$ cat src/rtl/vpi_word_to_byte_stream_pkg.sv
// Shared constants for the VPI word-to-byte serialiser: byte width, FSM encoding
// and a constant-evaluable ceil(log2) used to size the byte-count port.
package vpi_word_to_byte_stream_pkg;

    localparam int BYTE_W = 8;

    typedef enum logic {
        ST_IDLE  = 1'b0,
        ST_SHIFT = 1'b1
    } state_t;

    // Smallest n with 2**n >= value; usable in parameter/port declarations.
    function automatic int clog2(input int value);
        int result;
        result = 0;
        for (int i = 0; i < 31; i++) begin
            if ((1 << i) < value) begin
                result = i + 1;
            end
        end
        return result;
    endfunction

endpackage

$ cat src/rtl/vpi_word_to_byte_stream.sv
// Serialises multi-byte words (with valid-byte count and end-of-file flag) into
// a byte-wide valid/ready stream, marking the final byte of the file with tlast.
module vpi_word_to_byte_stream
    import vpi_word_to_byte_stream_pkg::*;
#(
    parameter int BUS_WIDTH = 5,
    parameter bit LSB_FIRST = 1'b1
) (
    input  logic                              clk,
    input  logic                              rst,
    input  logic [BUS_WIDTH*BYTE_W-1:0]       s_tdata,
    input  logic [clog2(BUS_WIDTH+1)-1:0]     s_tcount,
    input  logic                              s_tlast,
    input  logic                              s_tvalid,
    output logic                              s_tready,
    output logic [BYTE_W-1:0]                 m_tdata,
    output logic                              m_tlast,
    output logic                              m_tvalid,
    input  logic                              m_tready,
    output logic [31:0]                       byte_count
);

    localparam int WORD_W = BUS_WIDTH * BYTE_W;
    localparam int CNT_W  = clog2(BUS_WIDTH + 1);
    localparam logic [CNT_W-1:0] MAX_CNT = CNT_W'(BUS_WIDTH);
    localparam logic [CNT_W-1:0] ONE_CNT = CNT_W'(1);

    state_t             state_reg;
    logic [WORD_W-1:0]  data_reg;
    logic [CNT_W-1:0]   remaining_reg;
    logic               last_reg;
    logic [31:0]        byte_count_reg;

    logic [WORD_W-1:0]  shifted_next;
    logic [CNT_W-1:0]   eff_count;
    logic               accept;
    logic               handoff;
    logic               on_final_byte;

    // Word register moved one byte toward the emit side, zero-filling behind.
    genvar gi;
    generate
        for (gi = 0; gi < BUS_WIDTH; gi++) begin : g_shift
            if (LSB_FIRST) begin : g_lsb
                if (gi == BUS_WIDTH - 1) begin : g_fill
                    assign shifted_next[gi*BYTE_W +: BYTE_W] = '0;
                end else begin : g_move
                    assign shifted_next[gi*BYTE_W +: BYTE_W] = data_reg[(gi+1)*BYTE_W +: BYTE_W];
                end
            end else begin : g_msb
                if (gi == 0) begin : g_fill
                    assign shifted_next[gi*BYTE_W +: BYTE_W] = '0;
                end else begin : g_move
                    assign shifted_next[gi*BYTE_W +: BYTE_W] = data_reg[(gi-1)*BYTE_W +: BYTE_W];
                end
            end
        end

        if (LSB_FIRST) begin : g_emit_lsb
            assign m_tdata = data_reg[BYTE_W-1:0];
        end else begin : g_emit_msb
            assign m_tdata = data_reg[WORD_W-1 -: BYTE_W];
        end
    endgenerate

    assign eff_count     = (s_tcount > MAX_CNT) ? MAX_CNT : s_tcount;
    assign on_final_byte = (remaining_reg == ONE_CNT);

    assign m_tvalid   = (state_reg == ST_SHIFT);
    assign m_tlast    = last_reg & on_final_byte;
    assign byte_count = byte_count_reg;

    // A new word may load in the same cycle the last byte of the current one leaves.
    assign s_tready = ~rst & ((state_reg == ST_IDLE) | (on_final_byte & m_tready));
    assign accept   = s_tvalid & s_tready;
    assign handoff  = m_tvalid & m_tready;

    always_ff @(posedge clk) begin
        if (rst) begin
            state_reg      <= ST_IDLE;
            data_reg       <= '0;
            remaining_reg  <= '0;
            last_reg       <= 1'b0;
            byte_count_reg <= '0;
        end else begin
            if (handoff) begin
                byte_count_reg <= byte_count_reg + 32'd1;
            end

            if (accept) begin
                data_reg      <= s_tdata;
                remaining_reg <= eff_count;
                last_reg      <= s_tlast;
                state_reg     <= (eff_count != '0) ? ST_SHIFT : ST_IDLE;
            end else if (handoff) begin
                data_reg      <= shifted_next;
                remaining_reg <= remaining_reg - ONE_CNT;
                if (on_final_byte) begin
                    state_reg <= ST_IDLE;
                end
            end
        end
    end

endmodule

$ cat config.mk
export PLATFORM = sky130hd
export DESIGN_NAME = vpi_word_to_byte_stream
export DESIGN_NICKNAME = d
export VERILOG_FILES = /design/src/rtl/vpi_word_to_byte_stream_pkg.sv /design/src/rtl/vpi_word_to_byte_stream.sv
export SDC_FILE = /design/constraint.sdc
export NUM_CORES = 1
export LEC_CHECK = 0
export ABC_CLOCK_PERIOD_IN_PS = 2200
export CAP_MARGIN = 20
export CORE_AREA = 3 3 65 128
export DETAILED_ROUTE_END_ITERATION = 7
export DIE_AREA = 0 0 68 131
export PLACE_DENSITY = 0.78
export SLEW_MARGIN = 20
export SYNTH_ARGS = -nofsm -noshare
export SYNTH_HDL_FRONTEND = slang
export SYNTH_SLANG_ARGS = --single-unit
$ cat constraint.sdc
create_clock -name clk -period 2.2 [get_ports clk]
set_clock_uncertainty 0.15 [all_clocks]
set_input_delay 0.44 -clock clk [delete_from_list [all_inputs] [get_ports clk]]
set_output_delay 0.44 -clock clk [all_outputs]
set_load 0.01 [all_outputs]
Word level (Yosys, flattened, before mapping) --
Cells that the tools add are included.
Storage, ports and cells: flip-flop bits (word level) 77, input bits 48, output and inout port bits 43, word-level logic and storage cells 30
Operators by class: add/subtract/negate cells 2, $lt $le $gt $ge 1, eq/ne operators 1, muxes and demuxes 9, bitwise gates (word level) 8, reductions and logical operators 4
Operators with widths (number):
- $mux 40 | 2
- $add 32x1->32 const B | 1
- $mux 3 | 3
- $and 1x1->1 | 5
- $mux 1 | 4
- $reduce_bool 2->1 | 2
- $eq 3x1->1 const B | 1
- $gt 3x3->1 const B | 1
- $reduce_bool 3->1 | 1
- $sub 3x1->3 const B | 1
- $not 1->1 | 2
- $reduce_and 2->1 | 1
- $or 1x1->1 | 1

Longest topological paths before layout --
Gate-level depths: netlist (run 1).
word-level depth 7, gate-level depth with buffers 7, depth with buffers taken out 6

Worst setup path before layout (run 1) --
No wires, ideal clock.
path type register to register, start register byte_count_reg[0], in the netlist byte_count[0], end register byte_count_reg[22], in the netlist byte_count[22], setup time 0.070 ns, arrival time 1.673 ns, data required time 1.980 ns, setup slack 0.307 ns, stages on the path, launching flop included 8, path buffers 2, clock period less this slack 1.893 ns, cells stage by stage dfxtp_1 ha_1 and4_1 buf_2 nand3_2 buf_2 or3_1 a21oi_1
On the way: cells in the longest elaborated chain, start to end 1
Ends and longest elaborated chain:
- from (decl) | RTL line vpi_word_to_byte_stream.sv:32 | logic [31:0] byte_count_reg;
- from (signal assigned) | RTL line vpi_word_to_byte_stream.sv:87 | byte_count_reg <= byte_count_reg + 32'd1;
- $add 32x1->32 | RTL line vpi_word_to_byte_stream.sv:87
Every way passes these cells. A chain may end at the register's enable or synchronous reset.

Worst setup path after layout (run 1) --
start register remaining_reg[1], end output s_tready
On the way: cells in the longest elaborated chain, start to end 4
Ends and longest elaborated chain:
- from (decl) | RTL line vpi_word_to_byte_stream.sv:30 | logic [CNT_W-1:0] remaining_reg;
- from (signal assigned) | RTL line vpi_word_to_byte_stream.sv:92 | remaining_reg <= eff_count;
- from (signal assigned) | RTL line vpi_word_to_byte_stream.sv:97 | remaining_reg <= remaining_reg - ONE_CNT;
- $eq 3x1->1 | RTL line vpi_word_to_byte_stream.sv:67 | assign on_final_byte = (remaining_reg == ONE_CNT);
- $and 1x1->1 | RTL line vpi_word_to_byte_stream.sv:74 | assign s_tready = ~rst & ((state_reg == ST_IDLE) | (on_final_byte & m_tready));
- $or 1x1->1 | RTL line vpi_word_to_byte_stream.sv:74
- $and 1x1->1 | RTL line vpi_word_to_byte_stream.sv:74
- to (decl) | RTL line vpi_word_to_byte_stream.sv:15 | output logic s_tready,
Every way passes these cells.

==> impl_metrics.yaml, run 1 <==
power_and_ir_drop:
  p_int_w: 0.00258
  powerDensity_nw_per_um2: 673
  p_seq_frac: 0.445
  total_power_w: 0.00336
  power.leakage_nw: 1.76
  switching_power_w: 0.000777
  p_clk_frac: 0.450
  pwr-share-comb: 0.105
  vdd_drop_max_v: 0.000450
  swShare: 0.231
cts:
  clock-sinks: 77
  clk_latency_ns: 0.34
  clock_tree.buffer_depth: 2
  cts_buffers: 9
  postCtsHoldBufs: 0
  cts_tree: "yes"
  cts_root_buf: "clkbuf_16"
  clk_pin_slew_ns: 0.06
  htree_levels: 3
critical_path:
  required_ns: 1.61
  endpoint_kind: "output port"
  path_class: "flop to output port"
  reg2reg_to: "byte_count[18]"
  startpoint: "remaining_reg[1]"
  worstSetupStartpointType: "flop"
  worstPathArrival_ns: 1.44
  crit_end: "s_tready"
  worstPathMaxFanout: 3
  ff2ff_path_depth: 4
  rrSetupSlack_ns: 0.22
  r2r_start: "byte_count[12]"
floorplanning:
  fp.dieArea_sq_um: 8910
  ios: 91
  start_util: 0.479
  die_h_um: 131
  core.rowCount: 45
  die_w_um: 68
  core-area_sq_um: 7540
cells_and_area:
  syn_to_final_growth_pct: 38.2
  layout.nets: 582
  drive_gt1_frac: 0.0951
  n_fill_cell: 655
  finalInstanceArea_sq_um: 4990
  final_util: 0.662
  largest_register_ffs: 40
  diodes: 0
grt:
  antenna_found_initial: 0
  grt_pass1_vias: 3478
  grt_max_degree: 71
  track_usage: 0.236
  grt_pass1_wl_mm: 15.9
  grt.overflow.total: 0
route:
  ant_nets: 0
  vias: 3646
  totalWireLength_mm: 9.77
  drc: 0
  vias_per_cell: 5.79
  wl_per_cell_um: 15.5
  dr.pass1.iters: 5
  drtIter0Drc: 323
yosys:
  synth.avg_cell_area_sq_um: 8.11
  yosysSeqAreaShare: 0.427
  syn-num-nets: 496
  synth_seq_cells: 77
  syn_inst: 445
  synthesis.area_sq_um: 3610
  ys_types: 38
  yosysWarningCount: 0
sta:
  fin_crit_sh: 0.925
  drv_slew: 0
  setup_violations: 0
  timing_hold_violations_final: 0
  worstMarginPinSlew_ns: 0.732
  fmax_mhz: 492
  rsz0062_at_grt: "no"
  post-route-min-period_ns: 2.03
  slew_headroom: 0.512
placed_design:
  dpl_cell_area_sq_um: 4670
  port_buffers: 90
  dp_hpwl_mm: 7.20
  gp_congestion: 0.864
run_status:
  status: "finished, final reports clean"
min_path:
  holdCritPathClass: "primary input to flop"
run:
  cap_violations: 0
==> critical path: stages, from the launching register on <==
cell	delay [ns]
dfxtp_1	0.31
inv_1	0.08
ha_1	0.19
nand3b_1	0.11
a21oi_1	0.15
dlygate4sd2_1	0.28
==> area by class of cell <==
type,instances,area [sq um],share of cell area
multi-input combinational,321,1840,0.369
sequential,77,1540,0.309
timing repair buffer,117,1160,0.233
clock buffer,11,253,0.0506
tap,94,118,0.0236
clock inverter,5,58.8,0.0118
inverter,5,18.8,0.00376
==> cells in the mapped netlist <==
| cell type | number | share of area |
|---|---|---|
| nor4_1 | 1 | 0.0017 |
| ha_1 | 3 | 0.010 |
| nand3_1 | 15 | 0.021 |
| nand3_2 | 1 | 0.0028 |
| and3_1 | 6 | 0.010 |
| buf_4 | 9 | 0.019 |
| inv_1 | 5 | 0.0052 |
| buf_1 | 2 | 0.0021 |
| nand3b_1 | 2 | 0.0042 |
| or3_1 | 7 | 0.012 |
| mux2_2 | 1 | 0.0031 |
| or2_2 | 1 | 0.0017 |
| o31ai_1 | 14 | 0.029 |
| and4_1 | 7 | 0.017 |
| buf_2 | 14 | 0.019 |
| a21oi_1 | 32 | 0.044 |
| o21ai_0 | 8 | 0.011 |
| nor2_1 | 43 | 0.045 |
| and2_1 | 3 | 0.0052 |
| nor2b_1 | 1 | 0.0017 |
| and3b_1 | 2 | 0.0049 |
| xnor2_1 | 4 | 0.0097 |
| o211a_1 | 1 | 0.0028 |
| xor2_1 | 7 | 0.017 |
| nor3_1 | 1 | 0.0014 |
| dfxtp_1 | 77 | 0.43 |
| nand4_4 | 1 | 0.0059 |
| o211ai_1 | 2 | 0.0042 |
| nand4_1 | 13 | 0.023 |
| o311ai_0 | 1 | 0.0024 |
| nand4_2 | 2 | 0.0069 |
| buf_6 | 1 | 0.0031 |
| a211oi_1 | 3 | 0.0062 |
| nand2_1 | 93 | 0.097 |
| or4_1 | 13 | 0.027 |
| clkbuf_1 | 16 | 0.017 |
| a311oi_1 | 32 | 0.078 |
| o41ai_1 | 1 | 0.0024 |
==> power by group through the flow <==
stage          logic [W]  registers [W]  clock network [W]
6_report        0.000353        0.00149            0.00151
3_5_place_dp    0.000354        0.00153                  0
4_1_cts         0.000354        0.00149            0.00153
2_1_floorplan   0.000182        0.00151                  0
5_1_grt         0.000390        0.00150            0.00158
3_3_place_gp    0.000347        0.00152                  0
==> through the flow <==
step / cells / setup WS (ns) / setup TNS [ns] / hold slack, ns
2_1_floorplan: 445 / 0.307 / 0 / 0.282
3_5_place_dp: 614 / -0.218 / -7.70 / 0.308
4_1_cts: 630 / 0.0778 / 0 / 0.264
6_report: 630 / 0.166 / 0 / 0.271
5_1_grt: 630 / 0.0687 / 0 / 0.289
3_3_place_gp: 614 / -0.182 / -5.49 / 0.296
==> metal layers <==
metal  routed length, um  up-vias  track usage
li1                    -     1771            -
met1                3540     1740        0.244
met2                5570      122        0.433
met3                 482       13       0.0488
met4                 176        0        0.110
met5                   0        -            0
==> cell families after synthesis <==
| logic type | count (synthesis) | share of synthesized area |
|---|---|---|
| DFF | 77 | 0.427 |
| buffers and inverters | 47 | 0.0651 |
| and+or+nand+nor | 212 | 0.288 |
| adders and majority gates | 3 | 0.0104 |
| muxes | 1 | 0.00312 |
| xor gates and xnor gates | 11 | 0.0267 |
| AOI/OAI and AO/OA | 94 | 0.180 |
==> repair_timing <==
item,4_1_cts,5_1_grt
setup endpoints to repair,2,3
gates resized for setup,2,2
buffers inserted,0,0
pin swaps,0,1
endpoints found under the hold margin,0,0
gates cloned,0,0
==> how the worst min path moves through the flow <==
stage	startpoint	end	slack [ns]	cells past startpoint
global placement	last_reg	last_reg	0.30	2
finish	rst	byte_count[5]	0.27	2
detailed placement	last_reg	last_reg	0.31	2
CTS	rst	byte_count[5]	0.26	2
floorplan	last_reg	last_reg	0.28	2
global route	rst	byte_count[5]	0.29	2
==> placed cells by master, fill, tap and decap left out, drive strengths merged, types with 2 or more instances in the layout <==
| cell | instances |
|---|---|
| nand2 | 93 |
| clkdlybuf4s50 | 86 |
| dfxtp | 77 |
| nor2 | 43 |
| a21oi | 32 |
| a311oi | 32 |
| buf | 28 |
| nand3 | 16 |
| nand4 | 16 |
| o31ai | 14 |
| or4 | 13 |
| clkbuf | 11 |
| o21ai | 8 |
| and4 | 7 |
| or3 | 7 |
| xor2 | 7 |
| and3 | 6 |
| inv | 5 |
| xnor2 | 4 |
| and2 | 3 |
| a211oi | 3 |
| ha | 3 |
| nand3b | 2 |
| and3b | 2 |
| o211ai | 2 |
| clkinvlp | 2 |
| dlygate4sd2 | 2 |
| clkinv | 2 |
(Power assumes the default switching activity.)
==> run 2, diff against run 1 <==
--- a/config.mk
+++ b/config.mk
@@ -6,7 +6,7 @@
 export NUM_CORES = 1
 export LEC_CHECK = 0
 export ABC_CLOCK_PERIOD_IN_PS = 2200
-export CAP_MARGIN = 20
+export CAP_MARGIN = 0
 export CORE_AREA = 3 3 65 128
 export DETAILED_ROUTE_END_ITERATION = 7
 export DIE_AREA = 0 0 68 131
==> results of run 2 <==
The final DEF is identical to that of run 1; final timing and power are the same.
==> run 3, diff against run 2 <==
--- a/config.mk
+++ b/config.mk
@@ -7,10 +7,9 @@
 export LEC_CHECK = 0
 export ABC_CLOCK_PERIOD_IN_PS = 2200
 export CAP_MARGIN = 0
-export CORE_AREA = 3 3 65 128
+export CORE_AREA = 3 3 89 176
 export DETAILED_ROUTE_END_ITERATION = 7
-export DIE_AREA = 0 0 68 131
-export PLACE_DENSITY = 0.78
+export DIE_AREA = 0 0 92 179
 export SLEW_MARGIN = 20
 export SYNTH_ARGS = -nofsm -noshare
 export SYNTH_HDL_FRONTEND = slang
==> impl_metrics.yaml, run 3 (synthesis gave the netlist of run 1 again) <==
run_status:
  status: "finished, final reports clean"
sta:
  timing_hold_violations_final: 0
  drv_slew: 0
  fmax_mhz: 474
  rsz0062_at_grt: "no"
  setup_violations: 0
  fin_crit_sh: 0.960
  slew_headroom: 0.680
  worstMarginPinSlew_ns: 0.479
  whs_ns: 0.225
  tns_ns: 0
  post-route-min-period_ns: 2.11
grt:
  grt_pass1_wl_mm: 17.0
  antenna_found_initial: 0
  grt_pass1_vias: 3560
  track_usage: 0.130
  grt.overflow.total: 0
  grt_max_degree: 45
critical_path:
  cpLargestDelayFamily: "simple AND/OR/NAND/NOR gates"
  rrSetupSlack_ns: 0.19
  crit_chain: "clkdlybuf4s50_1, buf_4, and4_1, nand3_2, or4_1, a21oi_1"
  endpoint_kind: "flop"
  reg2reg_to: "byte_count[26]"
  required_ns: 2.32
  worstSetupStartpointType: "primary input"
  cp_num_buf_inv: 2
  worstPathMaxFanout: 14
  worstPathArrival_ns: 2.23
  ff2ff_path_depth: 4
  r2r_start: "byte_count[3]"
  critPathSlowestCell: "or4_1"
  max_stage_delay_ns: 0.57
  path_class: "primary input to flop"
cells_and_area:
  syn_to_final_growth_pct: 40.7
  layout.nets: 581
  final_cell_mix: "nand2_1 (93), clkdlybuf4s50_1 (87), dfxtp_1 (77)"
  final_common_cell: "nand2_1"
  diodes: 0
  finalInstanceArea_sq_um: 5080
  n_fill_cell: 1545
  largest_register_ffs: 40
  final_util: 0.352
  drive_gt1_frac: 0.0935
route:
  drtIter0Drc: 168
  drc: 0
  dr.pass1.iters: 4
  ant_nets: 0
  vias_per_cell: 4.98
  totalWireLength_mm: 10.8
  wl_per_cell_um: 14.8
  vias: 3622
floorplanning:
  ios: 91
  start_util: 0.250
  die_w_um: 92
  die_h_um: 179
  fp.dieArea_sq_um: 16500
  core.rowCount: 62
  core-area_sq_um: 14400
cts:
  cts_tree: "yes"
  cts_setup_buffers: 0
  clock_tree.buffer_depth: 2
  clock-sinks: 77
  cts_buffers: 9
  clk_latency_ns: 0.33
  cts_root_buf: "clkbuf_16"
  htree_levels: 3
  clk_pin_slew_ns: 0.07
placed_design:
  dp_hpwl_mm: 8.11
  gp_congestion: 0.777
  port_buffers: 90
  dpl_cell_area_sq_um: 4780
min_path:
  holdPathEnd: "m_tvalid"
  holdCritPathClass: "primary input to flop"
  worstHoldPathCells: 2
  min_from: "rst"
power_and_ir_drop:
  vdd_drop_max_v: 0.000407
  power.leakage_nw: 1.74
  powerDensity_nw_per_um2: 665
run:
  cap_violations: 0
## run 3: cell count changes in the layout (fill, tap and decap cells not counted), sizes merged
| cell | change |
|---|---|
| clkbuf | -2 |
| clkinvlp | -1 |
| clkinv | -1 |
| clkdlybuf4s50 | +1 |
| inv | +4 |
| dlymetal6s2s | -1 |
| buf | -1 |
## run 3: per-layer routing
metal	track usage	wire [um]	share of wire
met1	0.133	4050	0.38
met2	0.249	6000	0.56
met3	0.0269	406	0.038
met4	0.0571	299	0.028
met5	0	0	0
## run 3: worst max-delay path by stage
stage	depth (start not counted)	from	end	slack, ns
global route	6	m_tready	byte_count[20]	0.003
CTS	1	byte_count[7]	byte_count[7]	0.07
finish	6	m_tready	byte_count[26]	0.09
detailed placement	6	m_tready	byte_count[26]	-0.25
global placement	6	m_tready	byte_count[26]	-0.24
floorplan	7	byte_count[0]	byte_count[22]	0.31
## run 3: timing repair
| item | in CTS | in global routing |
|---|---|---|
| hold buffers | 0 | 0 |
| gates cloned | 0 | 0 |
| gates resized for setup | 2 | 1 |
| endpoints found under the setup margin | 2 | 7 |
## run 3: cell type report
type	instances	area, sq um	share of cell area
clock buffer	9	225	0.0443
timing repair buffer	116	1140	0.224
tap	192	240	0.0473
inverter	5	18.8	0.00369
multi-input combinational	321	1840	0.361
clock inverter	7	81.3	0.0160
sequential	77	1540	0.303
## run 3: per-stage QoR
stage / setup WS, ns / instances / total power (W)
global route: 0.00258 / 727 / 0.00351
global placement: -0.243 / 711 / 0.00188
CTS: 0.0716 / 727 / 0.00342
finish: 0.0884 / 727 / 0.00338
detailed placement: -0.245 / 711 / 0.00189
floorplan: 0.307 / 445 / 0.00170
## run 3: power by group
group          internal, W  switching (W)
combinational     0.000189       0.000171
sequential         0.00146      0.0000353
clock             0.000897       0.000630
